<file path="config.mk">
export PLATFORM = sky130hd
export DESIGN_NAME = pool_engine
export DESIGN_NICKNAME = d
export VERILOG_FILES = /design/src/rtl/pool_pkg.sv /design/src/rtl/pool_addr_gen.sv /design/src/rtl/pool_engine.sv
export SDC_FILE = /design/constraint.sdc
export NUM_CORES = 1
export LEC_CHECK = 0
export CORE_ASPECT_RATIO = 0.7
export CORE_MARGIN = 2
export CORE_UTILIZATION = 33
export DETAILED_ROUTE_END_ITERATION = 8
export GPL_TIMING_DRIVEN = 0
export SLEW_MARGIN = 20
export SYNTH_ARGS = -nofsm -noshare
export SYNTH_HDL_FRONTEND = slang
export SYNTH_HIERARCHICAL = 1
export SYNTH_SLANG_ARGS = --single-unit
export TNS_END_PERCENT = 1
</file>
<file path="constraint.sdc">
create_clock -name clk -period 8.5 [get_ports clk]
set_input_delay 1.275 -clock clk [delete_from_list [all_inputs] [get_ports clk]]
set_output_delay 1.275 -clock clk [all_outputs]
set_load 0.02 [all_outputs]
</file>
<file path="src/rtl/pool_pkg.sv">
// Shared types and constants for the pooling engine.
package pool_pkg;

  localparam int unsigned PoolDataW     = 8;
  localparam int unsigned PoolAddrWidth = 12;

  typedef enum logic [2:0] {
    StIdle,
    StCheck,
    StRdReq,
    StRdWait,
    StWrReq,
    StDone
  } pool_state_e;

  typedef enum logic {
    PoolMax = 1'b0,
    PoolAvg = 1'b1
  } pool_mode_e;

  // Log2 of a window edge already known to be a power of two.
  function automatic logic [3:0] pow2_log2(input logic [7:0] val);
    logic [3:0] res;
    res = '0;
    for (int i = 0; i < 8; i++) begin
      if (val[i]) res = 4'(i);
    end
    return res;
  endfunction

endpackage

</file>
<file path="src/rtl/pool_addr_gen.sv">
// Window/output position counters plus source and result address generation.
module pool_addr_gen
  import pool_pkg::*;
#(
  parameter int unsigned ADDR_WIDTH = PoolAddrWidth,
  parameter int unsigned DIM_W      = 8,
  parameter int unsigned WIN_W      = 3
) (
  input  logic                  clk,
  input  logic                  rst_n,
  input  logic                  clear,
  input  logic                  step_rd,
  input  logic                  step_wr,
  input  logic [ADDR_WIDTH-1:0] rd_base,
  input  logic [ADDR_WIDTH-1:0] wr_base,
  input  logic [DIM_W-1:0]      m,
  input  logic [DIM_W-1:0]      n,
  input  logic [WIN_W-1:0]      pm,
  input  logic [WIN_W-1:0]      pn,
  output logic [ADDR_WIDTH-1:0] rd_addr,
  output logic [ADDR_WIDTH-1:0] wr_addr,
  output logic                  win_first,
  output logic                  win_last,
  output logic                  out_last
);

  localparam int unsigned SpanW = DIM_W + WIN_W + 1;

  logic [DIM_W-1:0]      orow_q, orow_d, ocol_q, ocol_d;
  logic [WIN_W-1:0]      wr_i_q, wr_i_d, wc_i_q, wc_i_d;
  logic [ADDR_WIDTH-1:0] wr_ptr_q, wr_ptr_d;
  logic [ADDR_WIDTH-1:0] src_row, src_col;
  logic [SpanW-1:0]      col_next_end, row_next_end;
  logic                  wc_last, wr_last, col_last, row_last;

  assign wc_last   = wc_i_q == pn - WIN_W'(1);
  assign wr_last   = wr_i_q == pm - WIN_W'(1);
  assign win_first = (wc_i_q == '0) && (wr_i_q == '0);
  assign win_last  = wc_last && wr_last;

  // Last output column/row when the following window would not fit entirely.
  assign col_next_end = (SpanW'(ocol_q) + SpanW'(2)) * SpanW'(pn);
  assign row_next_end = (SpanW'(orow_q) + SpanW'(2)) * SpanW'(pm);
  assign col_last     = col_next_end > SpanW'(n);
  assign row_last     = row_next_end > SpanW'(m);
  assign out_last     = col_last && row_last;

  // Modular arithmetic, so truncating each term early gives the same wrapped address.
  assign src_row = ADDR_WIDTH'(orow_q) * ADDR_WIDTH'(pm) + ADDR_WIDTH'(wr_i_q);
  assign src_col = ADDR_WIDTH'(ocol_q) * ADDR_WIDTH'(pn) + ADDR_WIDTH'(wc_i_q);
  assign rd_addr = rd_base + src_row * ADDR_WIDTH'(n) + src_col;

  // Outputs are produced in row-major order, so a running pointer equals wr_base + orow*OC + ocol.
  assign wr_addr = wr_ptr_q;

  always_comb begin
    orow_d   = orow_q;
    ocol_d   = ocol_q;
    wr_i_d   = wr_i_q;
    wc_i_d   = wc_i_q;
    wr_ptr_d = wr_ptr_q;
    if (clear) begin
      orow_d   = '0;
      ocol_d   = '0;
      wr_i_d   = '0;
      wc_i_d   = '0;
      wr_ptr_d = wr_base;
    end else begin
      if (step_rd) begin
        if (wc_last) begin
          wc_i_d = '0;
          wr_i_d = wr_last ? '0 : wr_i_q + WIN_W'(1);
        end else begin
          wc_i_d = wc_i_q + WIN_W'(1);
        end
      end
      if (step_wr) begin
        wr_ptr_d = wr_ptr_q + ADDR_WIDTH'(1);
        if (col_last) begin
          ocol_d = '0;
          orow_d = orow_q + DIM_W'(1);
        end else begin
          ocol_d = ocol_q + DIM_W'(1);
        end
      end
    end
  end

  always_ff @(posedge clk) begin
    if (!rst_n) begin
      orow_q   <= '0;
      ocol_q   <= '0;
      wr_i_q   <= '0;
      wc_i_q   <= '0;
      wr_ptr_q <= '0;
    end else begin
      orow_q   <= orow_d;
      ocol_q   <= ocol_d;
      wr_i_q   <= wr_i_d;
      wc_i_q   <= wc_i_d;
      wr_ptr_q <= wr_ptr_d;
    end
  end

endmodule

</file>
<file path="src/rtl/pool_engine.sv">
// Non-overlapping window pooling engine: reads a signed matrix, writes the pooled result.
// Average pooling is built only when AVG_POOL_EN is defined; otherwise max pooling only.
module pool_engine
  import pool_pkg::*;
#(
  parameter int unsigned ADDR_WIDTH = PoolAddrWidth,
  parameter int unsigned DATA_W     = PoolDataW,
  parameter int unsigned DIM_W      = 8,
  parameter int unsigned MAX_WIN    = 4,
  parameter int unsigned WIN_W      = $clog2(MAX_WIN + 1),
  parameter int unsigned ACC_W      = DATA_W + 2 * $clog2(MAX_WIN)
) (
  input  logic                  clk,
  input  logic                  rst_n,
  input  logic                  sw_start,
  input  logic [ADDR_WIDTH-1:0] sw_rd_addr,
  input  logic [ADDR_WIDTH-1:0] sw_wr_addr,
  input  logic [DIM_W-1:0]      sw_m,
  input  logic [DIM_W-1:0]      sw_n,
  input  logic [WIN_W-1:0]      sw_pm,
  input  logic [WIN_W-1:0]      sw_pn,
  input  logic                  sw_mode,
  output logic                  busy,
  output logic                  done,
  output logic                  err,
  output logic                  rd_req,
  output logic [ADDR_WIDTH-1:0] rd_addr,
  input  logic                  rd_gnt,
  input  logic                  rd_rvalid,
  input  logic [DATA_W-1:0]     rd_rdata,
  output logic                  wr_req,
  output logic [ADDR_WIDTH-1:0] wr_addr,
  output logic [DATA_W-1:0]     wr_data,
  input  logic                  wr_gnt
);

  pool_state_e state_q, state_d;

  logic [ADDR_WIDTH-1:0]    rd_base_q, wr_base_q;
  logic [DIM_W-1:0]         m_q, n_q;
  logic [WIN_W-1:0]         pm_q, pn_q;
  logic                     err_q, err_d;
  logic signed [DATA_W-1:0] max_q, max_d, rdata_s;
  logic                     cfg_load, cfg_bad, take_data, step_wr;
  logic [ADDR_WIDTH-1:0]    gen_rd_addr, gen_wr_addr;
  logic                     win_first, win_last, out_last;
  logic [DATA_W-1:0]        result;

  assign cfg_load  = (state_q == StIdle) && sw_start;
  assign take_data = (state_q == StRdWait) && rd_rvalid;
  assign rdata_s   = $signed(rd_rdata);

  pool_addr_gen #(
    .ADDR_WIDTH(ADDR_WIDTH),
    .DIM_W     (DIM_W),
    .WIN_W     (WIN_W)
  ) u_addr_gen (
    .clk      (clk),
    .rst_n    (rst_n),
    .clear    (state_q == StCheck),
    .step_rd  (take_data),
    .step_wr  (step_wr),
    .rd_base  (rd_base_q),
    .wr_base  (wr_base_q),
    .m        (m_q),
    .n        (n_q),
    .pm       (pm_q),
    .pn       (pn_q),
    .rd_addr  (gen_rd_addr),
    .wr_addr  (gen_wr_addr),
    .win_first(win_first),
    .win_last (win_last),
    .out_last (out_last)
  );

`ifdef AVG_POOL_EN
  pool_mode_e               mode_q;
  logic signed [ACC_W-1:0]  sum_q, sum_d, sum_shr, rdata_ext;
  logic [3:0]               shamt;

  assign rdata_ext = {{(ACC_W - DATA_W){rd_rdata[DATA_W-1]}}, rd_rdata};
  assign shamt     = pow2_log2(8'(pm_q)) + pow2_log2(8'(pn_q));
  assign sum_shr   = sum_q >>> shamt;
  assign result    = (mode_q == PoolAvg) ? sum_shr[DATA_W-1:0] : max_q;

  always_comb begin
    sum_d = sum_q;
    if (take_data) sum_d = (win_first ? '0 : sum_q) + rdata_ext;
  end

  always_ff @(posedge clk) begin
    if (!rst_n) begin
      mode_q <= PoolMax;
      sum_q  <= '0;
    end else begin
      if (cfg_load) mode_q <= pool_mode_e'(sw_mode);
      sum_q <= sum_d;
    end
  end
`else
  logic       unused_mode;
  logic [7:0] unused_acc_w;
  assign unused_mode  = sw_mode;
  assign unused_acc_w = 8'(ACC_W);
  assign result       = max_q;
`endif

  always_comb begin
    cfg_bad = (pm_q == '0) || (pn_q == '0) ||
              (pm_q > WIN_W'(MAX_WIN)) || (pn_q > WIN_W'(MAX_WIN)) ||
              (m_q < DIM_W'(pm_q)) || (n_q < DIM_W'(pn_q));
`ifdef AVG_POOL_EN
    // Averaging is a pure shift, so both window edges must be powers of two.
    if (mode_q == PoolAvg) begin
      cfg_bad = cfg_bad || ((pm_q & (pm_q - WIN_W'(1))) != '0) ||
                ((pn_q & (pn_q - WIN_W'(1))) != '0);
    end
`endif
  end

  // Strict compare: ties keep the held value.
  always_comb begin
    max_d = max_q;
    if (take_data && (win_first || (rdata_s > max_q))) max_d = rdata_s;
  end

  always_comb begin
    state_d = state_q;
    err_d   = err_q;
    busy    = 1'b1;
    done    = 1'b0;
    rd_req  = 1'b0;
    wr_req  = 1'b0;
    step_wr = 1'b0;
    unique case (state_q)
      StIdle: begin
        busy = 1'b0;
        if (sw_start) begin
          err_d   = 1'b0;
          state_d = StCheck;
        end
      end
      StCheck: begin
        if (cfg_bad) begin
          err_d   = 1'b1;
          state_d = StDone;
        end else begin
          state_d = StRdReq;
        end
      end
      StRdReq: begin
        rd_req = 1'b1;
        if (rd_gnt) state_d = StRdWait;
      end
      StRdWait: begin
        if (rd_rvalid) state_d = win_last ? StWrReq : StRdReq;
      end
      StWrReq: begin
        wr_req = 1'b1;
        if (wr_gnt) begin
          step_wr = 1'b1;
          state_d = out_last ? StDone : StRdReq;
        end
      end
      StDone: begin
        busy    = 1'b0;
        done    = 1'b1;
        state_d = StIdle;
      end
      default: state_d = StIdle;
    endcase
  end

  assign err     = err_q;
  assign rd_addr = rd_req ? gen_rd_addr : '0;
  assign wr_addr = wr_req ? gen_wr_addr : '0;
  assign wr_data = wr_req ? result : '0;

  always_ff @(posedge clk) begin
    if (!rst_n) begin
      state_q   <= StIdle;
      err_q     <= 1'b0;
      max_q     <= '0;
      rd_base_q <= '0;
      wr_base_q <= '0;
      m_q       <= '0;
      n_q       <= '0;
      pm_q      <= '0;
      pn_q      <= '0;
    end else begin
      state_q <= state_d;
      err_q   <= err_d;
      max_q   <= max_d;
      if (cfg_load) begin
        rd_base_q <= sw_rd_addr;
        wr_base_q <= sw_wr_addr;
        m_q       <= sw_m;
        n_q       <= sw_n;
        pm_q      <= sw_pm;
        pn_q      <= sw_pn;
      end
    end
  end

endmodule

</file>
==> results.yml <==
status:
  status: "complete, but fails checks"
  violations: "setup timing"
logic_synthesis:
  synth_ff_type: "dfxtp_1"
  synth_top_cell_by_area: "fa_1"
  ys_seq_area_frac: 0.1781
  synth_cell_types: 66
  synth.cell_area_um2: 10340
  synth.area.top_cells: "fa_1, dfxtp_1, ha_1, nand2_1, inv_1"
  syn-num-nets: 1552
  synth_top_area_frac: 0.1859
  synth-warning-count: 6
  synth-edff-count: 0
  synthArstFlopShare: 0
  synthCells: 1287
  synth.avg_cell_area_um2: 8.034
  synth_seq_cells: 92
place:
  dp_cells: 1803
  dpl.hpwl_um: 23090
  gp_congestion: 0.8557
  numPortBuffers: 96
  place_area_um2: 11860
worst_setup_path:
  reg2regPathDepth: 21
  slowest_stage: "fa_1"
  crit_required_ns: 7.22
  r2r_slack_ns: 2.34
  arrival_ns: 7.58
  r2r-end: "state_q[1]"
  slowest_delay_ns: 0.56
  worstSetupPathType: "flip-flop to output pin"
  cp_max_fo: 5
  critPathLaunchType: "flip-flop"
  r2r-start: "pn_q[0]"
  endpoint_kind: "output pin"
  path_common_cell: "fa_1"
route:
  wl_per_cell_um: 15.75
  first_iter_violations: 502
  wl_um: 28930
  drtPass1Iterations: 5
  vias: 8826
  avgViaCountPerCell: 4.805
  drc: 0
  antenna_left: 0
floorplanning:
  die_y_um: 152.1
  io_pins: 98
  design.core.area_um2: 31010
  core.rowCount: 54
  die_w_um: 215.6
  start_util: 0.3334
  die_area_um2: 32790
cells_and_area:
  final_common_cell: "nand2_1"
  seq_area_um2: 1854
  nFillCells: 3145
  antenna_cells: 0
  layout_common_cells: "nand2_1, inv_1, ha_1, fa_1, clkdlybuf4s50_1"
  design_area_um2: 12700
  area_growth_pct: 22.80
  drive_gt1_frac: 0.08751
  nNetsFinal: 1678
  multi_input_area_um2: 7903
  final_cells: 1837
sta:
  finClkSkew_ns: 0.005525
  tightestPinTransition_ns: 0.8149
  max_freq_mhz: 113.0
  hold_viol: 0
  setup_ws_ns: -0.3528
  drv_slew: 0
  fin_crit_ns: 8.853
  setup_viol: 2
  slew_headroom: 0.4534
  grt_setup_unrepaired: "yes"
  post-route-period-util: 1.042
worst_hold_path:
  hold_start: "max_q[2]"
  hp-class: "flip-flop to flip-flop"
  hold_end: "max_q[2]"
  hold_depth: 2
global_routing:
  grt-ovfl-total: 0
  grt.total_usage: 0.1792
  grtUsageMet1: 0.2634
  grt_use_met3: 0.04364
  grt_pass1_vias: 8951
  grt_use_met2: 0.2705
  grt-busiest-layer: "met2"
  grt_max_degree: 16
  antenna_found_initial: 0
  grt_pass1_wl_um: 47220
clocking:
  cts-htree-levels: 3
  cts-buffers-inserted: 9
  clock_latency_ns: 0.35
  clockBufferDepth: 2
  clk_pin_slew_worst_paths_ns: 0.07
  cts_sinks: 92
  cts_tree: "done"
  root_buffer: "clkbuf_16"
power_and_ir_drop:
  p_per_area_nw_per_um2: 144.8
  leakage_nw: 5.684
  ir_drop_mv: 0.1105
run:
  maxCapViolCount: 0
## area by class of cell
class                   count  area share
repair buffers            118     0.08810
clock inverters             5    0.006701
plain buffers              53     0.02306
clock buffers              10     0.01882
flip-flops and latches     92      0.1460
multi-input cells         958      0.6224
well taps                 420     0.04139
inverters                 181     0.05351
## layer usage
| metal | share of wire | up-vias |
|---|---|---|
| li1 | - | 4334 |
| met1 | 0.51 | 4255 |
| met2 | 0.42 | 220 |
| met3 | 0.064 | 17 |
| met4 | 0.0062 | 0 |
| met5 | 0 | - |
## cell families (layout without fill, tap and decap cells)
kind of cell	Yosys count	count (layout)	share of synthesized area
AOI/OAI and AO/OA	173	173	0.1151
xor gates and xnor gates	73	73	0.06801
adders and majority gates	204	204	0.3166
buffers and inverters	237	367	0.08797
DFF	92	92	0.1781
muxes	12	12	0.01162
and+or+nand+nor	496	496	0.2227
## what timing repair did
action,CTS,global route
hold buffers,0,0
resized for setup,60,27
endpoints found under the setup margin,8,7
setup buffers,20,1
cloned,1,0
pin swaps,35,16
## synth_stat cells (3+ instances only)
library cell and n:
a21boi_0 47, a21o_1 12, a21oi_1 34, a31oi_1 8, and2_1 75, and3_1 7, buf_2 10, clkbuf_1 44
dfxtp_1 92, fa_1 96, ha_1 108, inv_1 179, mux2i_1 12, nand2_1 274, nand2b_1 14, nand3_1 21
nand4_1 8, nor2_1 51, nor2b_1 10, nor3_1 11, o2111ai_1 4, o21a_1 4, o21ai_0 29, o21ai_1 3
o21bai_1 6, o22ai_1 4, o31ai_1 3, or4_1 4, xnor2_1 40, xnor3_1 3, xor2_1 27
## metrics by stage
step	setup TNS (ns)	worst slack, ns	utilization	hold slack [ns]	power [mW]
finish	-0.5621	-0.3528	0.4094	0.4655	1.839
global route	-1.464	-0.6154	0.4094	0.4791	1.967
CTS	-1.734	-0.4796	0.4064	0.4694	1.843
detailed placement	-4.934	-1.480	0.3825	0.4588	1.357
global placement	-4.588	-1.435	0.3825	0.4462	1.344
floorplan	0	0.0005920	-	0.4380	1.082
## worst max-delay path by stage
| stage | startpoint | endpoint | slack, ns | cells after the start |
|---|---|---|---|---|
| after floorplan | pm_q[0] | rd_addr[11] | 0.0006 | 29 |
| after global placement | pm_q[2] | rd_addr[11] | -1.43 | 28 |
| after detailed placement | pm_q[2] | rd_addr[11] | -1.48 | 28 |
| after CTS | pm_q[2] | rd_addr[11] | -0.48 | 29 |
| after global routing | pm_q[2] | rd_addr[11] | -0.62 | 29 |
| final | pm_q[2] | rd_addr[11] | -0.35 | 29 |
## power breakdown
part	total [mW]	switching (mW)	internal [mW]	leakage, nW
Sequential	0.581	0.0834	0.498	0.752
Combinational	0.812	0.492	0.320	4.78
Clock	0.445	0.179	0.266	0.155
Total	1.84	0.755	1.08	5.68
## state kept, by name, indices dropped and copies added (netlist names)
register / count
rd_base_q: 12
u_addr_gen/wr_addr: 12
wr_base_q: 12
m_q: 8
max_q: 8
n_q: 8
u_addr_gen/ocol_q: 8
u_addr_gen/orow_q: 8
pm_q: 3
pn_q: 3
state_q: 3
u_addr_gen/wc_i_q: 3
u_addr_gen/wr_i_q: 3
err: 1
## worst max-delay path: cells and delay by family (launching register included)
kind / cells / cell delay, ns
XOR/XNOR: 3 / 0.74
AO/OA/AOI/OAI: 7 / 0.93
buffers and inverters: 7 / 0.65
AND/OR/NAND/NOR: 3 / 0.34
flip-flops: 1 / 0.39
adder cells (fa/ha/maj): 9 / 4.18
Note: power is estimated with default switching activity, not from simulation.
